## src/rtl/shift_exec_stage.sv

```systemverilog
// Two-deep valid/ready wrapper around an external combinational 18-bit shifter.
// Stage A holds the issued op and drives the shifter; stage B captures the result for writeback.
module shift_exec_stage #(
    parameter int TAG_W = 4,
    parameter int CNT_W = 16
) (
    input  logic             clk,
    input  logic             rst,
    input  logic             in_valid,
    output logic             in_ready,
    input  logic [1:0]       in_op,
    input  logic [17:0]      in_s1,
    input  logic [17:0]      in_s2,
    input  logic [TAG_W-1:0] in_tag,
    input  logic             flush,
    output logic [17:0]      sh_s1,
    output logic [17:0]      sh_s2,
    output logic [1:0]       sh_op,
    input  logic [17:0]      sh_res,
    output logic             out_valid,
    input  logic             out_ready,
    output logic [17:0]      out_res,
    output logic [TAG_W-1:0] out_tag,
    output logic             out_err,
    output logic [CNT_W-1:0] stat_count
);

    localparam logic [1:0] OP_ILL = 2'd1;

    function automatic logic is_illegal(input logic [1:0] op);
        return (op == OP_ILL);
    endfunction

    logic             r_a_valid;
    logic [1:0]       r_a_op;
    logic [17:0]      r_a_s1;
    logic [17:0]      r_a_s2;
    logic [TAG_W-1:0] r_a_tag;

    logic             r_b_valid;
    logic [17:0]      r_b_res;
    logic [TAG_W-1:0] r_b_tag;
    logic             r_b_err;
    logic [CNT_W-1:0] r_stat_count;

    logic w_b_free;
    logic w_a_adv;
    logic w_in_xfer;
    logic w_out_xfer;

    // Handshake and advance conditions for both stages
    always_comb begin
        w_b_free   = !r_b_valid || out_ready;
        w_a_adv    = r_a_valid && w_b_free;
        in_ready   = !rst && !flush && (!r_a_valid || w_b_free);
        w_in_xfer  = in_valid && in_ready;
        w_out_xfer = r_b_valid && out_ready;
    end

    // Shifter sees stage A only while it holds a live op, otherwise a quiet zero
    always_comb begin
        sh_s1 = 18'd0;
        sh_s2 = 18'd0;
        sh_op = 2'd0;
        if (r_a_valid) begin
            sh_s1 = r_a_s1;
            sh_s2 = r_a_s2;
            sh_op = r_a_op;
        end else begin
            sh_s1 = 18'd0;
            sh_s2 = 18'd0;
            sh_op = 2'd0;
        end
    end

    // Stage A: accept from issue, empty when the op moves on with nothing behind it
    always_ff @(posedge clk) begin
        if (rst) begin
            r_a_valid <= 1'b0;
            r_a_op    <= 2'd0;
            r_a_s1    <= 18'd0;
            r_a_s2    <= 18'd0;
            r_a_tag   <= {TAG_W{1'b0}};
        end else if (flush) begin
            r_a_valid <= 1'b0;
        end else if (w_in_xfer) begin
            r_a_valid <= 1'b1;
            r_a_op    <= in_op;
            r_a_s1    <= in_s1;
            r_a_s2    <= in_s2;
            r_a_tag   <= in_tag;
        end else if (w_a_adv) begin
            r_a_valid <= 1'b0;
        end else begin
            r_a_valid <= r_a_valid;
        end
    end

    // Stage B: capture shifter result (zeroed for illegal ops) and present to writeback
    always_ff @(posedge clk) begin
        if (rst) begin
            r_b_valid <= 1'b0;
            r_b_res   <= 18'd0;
            r_b_tag   <= {TAG_W{1'b0}};
            r_b_err   <= 1'b0;
        end else if (flush) begin
            r_b_valid <= 1'b0;
        end else if (w_a_adv) begin
            r_b_valid <= 1'b1;
            r_b_res   <= is_illegal(r_a_op) ? 18'd0 : sh_res;
            r_b_tag   <= r_a_tag;
            r_b_err   <= is_illegal(r_a_op);
        end else if (w_out_xfer) begin
            r_b_valid <= 1'b0;
        end else begin
            r_b_valid <= r_b_valid;
        end
    end

    // Completed-transfer counter; a transfer in a flush cycle still counts
    always_ff @(posedge clk) begin
        if (rst) begin
            r_stat_count <= {CNT_W{1'b0}};
        end else if (w_out_xfer) begin
            r_stat_count <= r_stat_count + {{(CNT_W-1){1'b0}}, 1'b1};
        end else begin
            r_stat_count <= r_stat_count;
        end
    end

    assign out_valid  = r_b_valid;
    assign out_res    = r_b_res;
    assign out_tag    = r_b_tag;
    assign out_err    = r_b_err;
    assign stat_count = r_stat_count;

endmodule

```

## config.mk

```make
export PLATFORM = sky130hd
export DESIGN_NAME = shift_exec_stage
export DESIGN_NICKNAME = d
export VERILOG_FILES = /design/src/rtl/shift_exec_stage.sv
export SDC_FILE = /design/constraint.sdc
export NUM_CORES = 1
export LEC_CHECK = 0
export CAP_MARGIN = 25
export CORE_MARGIN = 1
export CORE_UTILIZATION = 42
export DETAILED_ROUTE_END_ITERATION = 10
export GPL_ROUTABILITY_DRIVEN = 0
export GPL_TIMING_DRIVEN = 0
export PLACE_DENSITY = 0.82
export SLEW_MARGIN = 0
export SYNTH_ARGS = -nofsm -noshare
export SYNTH_HDL_FRONTEND = slang
export SYNTH_SLANG_ARGS = --single-unit
export TNS_END_PERCENT = 30
```

## constraint.sdc

```tcl
create_clock -name clk -period 2.07 [get_ports clk]
set_clock_uncertainty 0.2 [all_clocks]
set_input_delay 0.3105 -clock clk [delete_from_list [all_inputs] [get_ports clk]]
set_output_delay 0.3105 -clock clk [all_outputs]
set_load 0.05 [all_outputs]
```

; ---- Word level (Yosys, flattened, before mapping)
; Cells that the tools add are included.
[totals]
in_bits = 65
out_inout_bits = 79
ff_bits = 83
wordCells = 37
[classes]
n_reduce_logical = 16
n_mux = 8
eq_ne = 1
bitwise_logic = 1
n_addsub = 1
[op_table]
columns = operator, n
row1 = $mux W18, 3
row2 = $add A16 B1 Y16 const B, 1
row3 = $logic_and A1 B1 Y1, 5
row4 = $logic_not A1 Y1, 4
row5 = $mux W1, 4
row6 = $reduce_and A2 Y1, 2
row7 = $reduce_bool A2 Y1, 2
row8 = $eq A2 B1 Y1 const B, 1
row9 = $logic_or A1 B1 Y1, 2
row10 = $mux W2, 1
row11 = $reduce_or A2 Y1, 1
row12 = $not A1 Y1, 1

; ---- Longest topological paths before layout
[logic_depth]
word_depth = 6
depth_mapped = 7
ltp_nobuf = 5

; ---- Worst setup path before layout
; OpenSTA, ideal clock, no wires.
[synth_path]
path_kind = register -> output
startpoint = register r_b_valid, in the netlist out_valid
endpoint = output in_ready
setup_slack_ps = -504
arrival_time_ps = 2064
stages_incl_launch_ff = 4
n_path_buf = 1
required_ps = 1559
cell_sequence = dfxtp_1 -> nor2b_1 -> buf_6 -> a211oi_1
[synth_via]
elab_chain_len = 4
[synth_rtl]
columns = element, line_no
row1 = "start, declared", 40  ; logic r_b_valid;
row2 = "start signal, assigned", 116  ; r_b_valid <= r_b_valid;
row3 = $logic_not A1 Y1, 53  ; w_b_free = !r_b_valid || out_ready;
row4 = $logic_or A1 B1 Y1, 53
row5 = $logic_or A1 B1 Y1, 55  ; in_ready = !rst && !flush && (!r_a_valid || w_b_free);
row6 = $logic_and A1 B1 Y1, 55
row7 = "end, declared", 10  ; output logic in_ready,
; No other way between the ends.

; ---- Worst setup path in the final report
[layout_path]
startpoint = register r_a_valid
endpoint = output sh_s1[16]
[layout_via]
elab_chain_len = 1
[layout_rtl]
columns = element, line_no
row1 = "start, declared", 34  ; logic r_a_valid;
row2 = "start signal, assigned", 95  ; r_a_valid <= r_a_valid;
row3 = $mux W18, 65  ; if (r_a_valid) begin
row4 = "end, declared", 16  ; output logic [17:0] sh_s1,
; No other way between the ends.

==> flow_metrics.tcl <==
set metrics [dict create \
    hold_class "input port to flip-flop" \
    synth_area_leader_cell "dfxtp_1" \
    antenna_found_initial 0 \
    cts_buffers 9 \
    ant_nets 0 \
    final_area_um2 4900 \
    drtIter0Drc 85 \
    maxCapViolCount 0 \
    worstHoldPathCells 3 \
    timing.final.hold_violations 0 \
    status "finished, final reports clean" \
    grt_pass1_vias 3062 \
    drcViolationCount 0 \
    core_area_um2 7730 \
    finalSetupViolCount 0 \
    layout-drive-gt1-share_pct 14.3 \
    post-route-min-period_ns 2.02 \
    rr_endpoint "stat_count[15]" \
    regToRegSetupSlack_ns 0.15 \
    setup_slack_ns 0.0547 \
    vias_per_cell 4.85 \
    dpl_worst_slack_ns -0.593 \
    synth_seq_cells 83 \
    ctsHtreeMaxLevel 3 \
    grt_pass1_wl_um 14100 \
    io_pins 144 \
    cts_hold_buf 0 \
    max-vdd-ir-drop_uv 359 \
    instances_no_fill 662 \
    synthesis.nets 467 \
    power_density_nw_per_um2 608 \
    port_buffers 141 \
    start_kind "flip-flop" \
    netlist_area_um2 3350 \
    fp-row-count 32 \
    cp.arrival_ns 1.50 \
    critPathMaxFanout 10 \
    dp.cells 644 \
    cts_tree "built" \
    cts-root-buf "clkbuf_8" \
    drtPass1Iterations 6 \
    place_area_um2 4910 \
    fillers 714 \
    initial_utilization_pct 43.4 \
    syn_inst 401 \
    hp-start "out_ready" \
    rsz0062_at_grt "yes" \
    dpl.hpwl_um 6290 \
    clock-sinks 83 \
    synth_top_area_share_pct 49.5 \
    final_util_pct 63.4 \
    wl_per_cell_um 12.8 \
    end_kind "output port" \
    syn_to_final_growth_pct 46.1 \
    grt_overflow 0 \
    clock_path_buffers 2 \
    fmax_mhz 496 \
    period_share_pct 97.4 \
    yosysUniqueCellTypes 30 \
    clk_latency_ns 0.34 \
    tightest_slew_ns 0.606 \
    fin_nets 621 \
    synth_area_leaders "dfxtp_1 50%, nand2_1 10%, a21oi_1 7.2%" \
    diodes 0 \
    timing.rr.start "stat_count[6]" \
    grt_max_degree 14 \
    clk_pin_slew_ns 0.08 \
    vias 3211 \
    critPathKind "flip-flop to output port" \
    syn_avg_cell_area_um2 8.37 \
    ys.warnings.count 0 \
    reg2reg_depth 4 \
    drv_slew 0 \
    max_slew_margin_pct 59.2 \
    dieArea_um2 8350 \
    dieWidth_um 91.4 \
    p_total_mw 2.98 \
    yosysSeqAreaShare_pct 49.5 \
    drt_wl_total_um 8470 \
    grt.total_usage_pct 20.9 \
    crit_required_ns 1.56 \
    p_leak_nw 1.98 \
    dieHeight_um 91.4 \
    hold_end "stat_count[1]" \
]
==> final cells by class <==
type	instances	area [µm²]	share of cell area, %
sequential	83	1660	33.9
multi-input combinational	281	1510	30.8
timing repair buffer	144	1240	25.2
buffer	29	179	3.65
clock buffer	11	131	2.68
tap	102	128	2.60
clock inverter	5	30.0	0.613
inverter	7	26.3	0.536
==> worst max-delay path by stage <==
| stage | start | end | depth (start not counted) |
|---|---|---|---|
| floorplan | stat_count[6] | stat_count[15] | 4 |
| global placement | out_ready | in_ready | 5 |
| detailed placement | out_ready | in_ready | 5 |
| CTS | r_a_valid | sh_s2[11] | 3 |
| global route | r_a_valid | sh_s1[16] | 3 |
| finish | r_a_valid | sh_s1[16] | 3 |
==> per-stage QoR <==
step	TNS, ns	hold WS [ns]
detailed placement	-36.95	0.242
global placement	-35.69	0.238
floorplan	0	0.232
global route	-0.0543	0.142
finish	0	0.128
CTS	0	0.222
==> Yosys cell counts, drive strengths merged <==
cell and n:
inv 7, nand2 89, xor2 1, or3b 1, a2111oi 1, o21ai 2
xnor2 10, a21oi 48, mux2i 4, nor4 5, ha 1, clkbuf 21
dfxtp 83, a31o 2, nand4 4, nor3 6, nand3 5, a2111o 1
nor4b 1, nor2b 2, and2 38, buf 9, a22oi 18, nand2b 1
nor2 37, or3 2, a211oi 2
==> sequential cells by signal, indices dropped and copies added (netlist names) <==
| register | flops |
|---|---|
| r_a_tag | 4 |
| r_a_s2 | 18 |
| stat_count | 16 |
| out_res | 18 |
| out_valid | 1 |
| out_tag | 4 |
| out_err | 1 |
| r_a_op | 2 |
| r_a_valid | 1 |
| r_a_s1 | 18 |
==> worst max-delay path, stage by stage (launching register included) <==
cell and delay [ns]:
dfxtp_2 0.45, clkbuf_2 0.22, and2_1 0.14, clkdlybuf4s15_2 0.36
==> report_power, final <==
part           switching, mW  total (mW)  leakage [nW]  internal (mW)
logic                  0.170       0.344          1.23          0.174
registers             0.0188        1.65         0.673           1.63
clock network          0.554       0.985        0.0791          0.431
total                  0.743        2.98          1.98           2.24
==> placed cells by master, fill, tap and decap left out, drive strengths merged, types with 2 or more instances in the layout <==
cell and instances:
nand2 89, clkdlybuf4s50 85, dfxtp 83, buf 54, a21oi 48, and2 38
nor2 37, clkbuf 27, a22oi 18, dlygate4sd2 15, xnor2 10, inv 7
nor3 6, nand3 5, nor4 5, mux2i 4, nand4 4, clkinv 3
nor2b 2, a31o 2, o21ai 2, or3 2, clkinvlp 2, dlymetal6s2s 2
a211oi 2
==> timing repair <==
action                     4_1_cts  5_1_grt
resized for setup              199       32
pin swaps                        0        2
setup endpoints to repair       54       69
buffers inserted                 0        3
==> logic make-up after synthesis <==
family	count (synthesis)	synth area share [%]
multiplexers	4	1.19
flip-flops	83	49.5
adder cells (fa/ha/maj)	1	0.373
buffers and inverters	37	5.86
AO/OA/AOI/OAI	74	13.8
AND/OR/NAND/NOR	191	26.4
XOR/XNOR	11	2.87
==> per-layer routing <==
metal / vias up / routed length, µm / GRT usage, %
met5: - / 0 / 0
met4: 0 / 121 / 7.94
met3: 11 / 547 / 4.86
met2: 109 / 4020 / 34.8
met1: 1463 / 3780 / 26.2
li1: 1628 / - / -
Note: power is estimated with default switching activity, not from simulation.
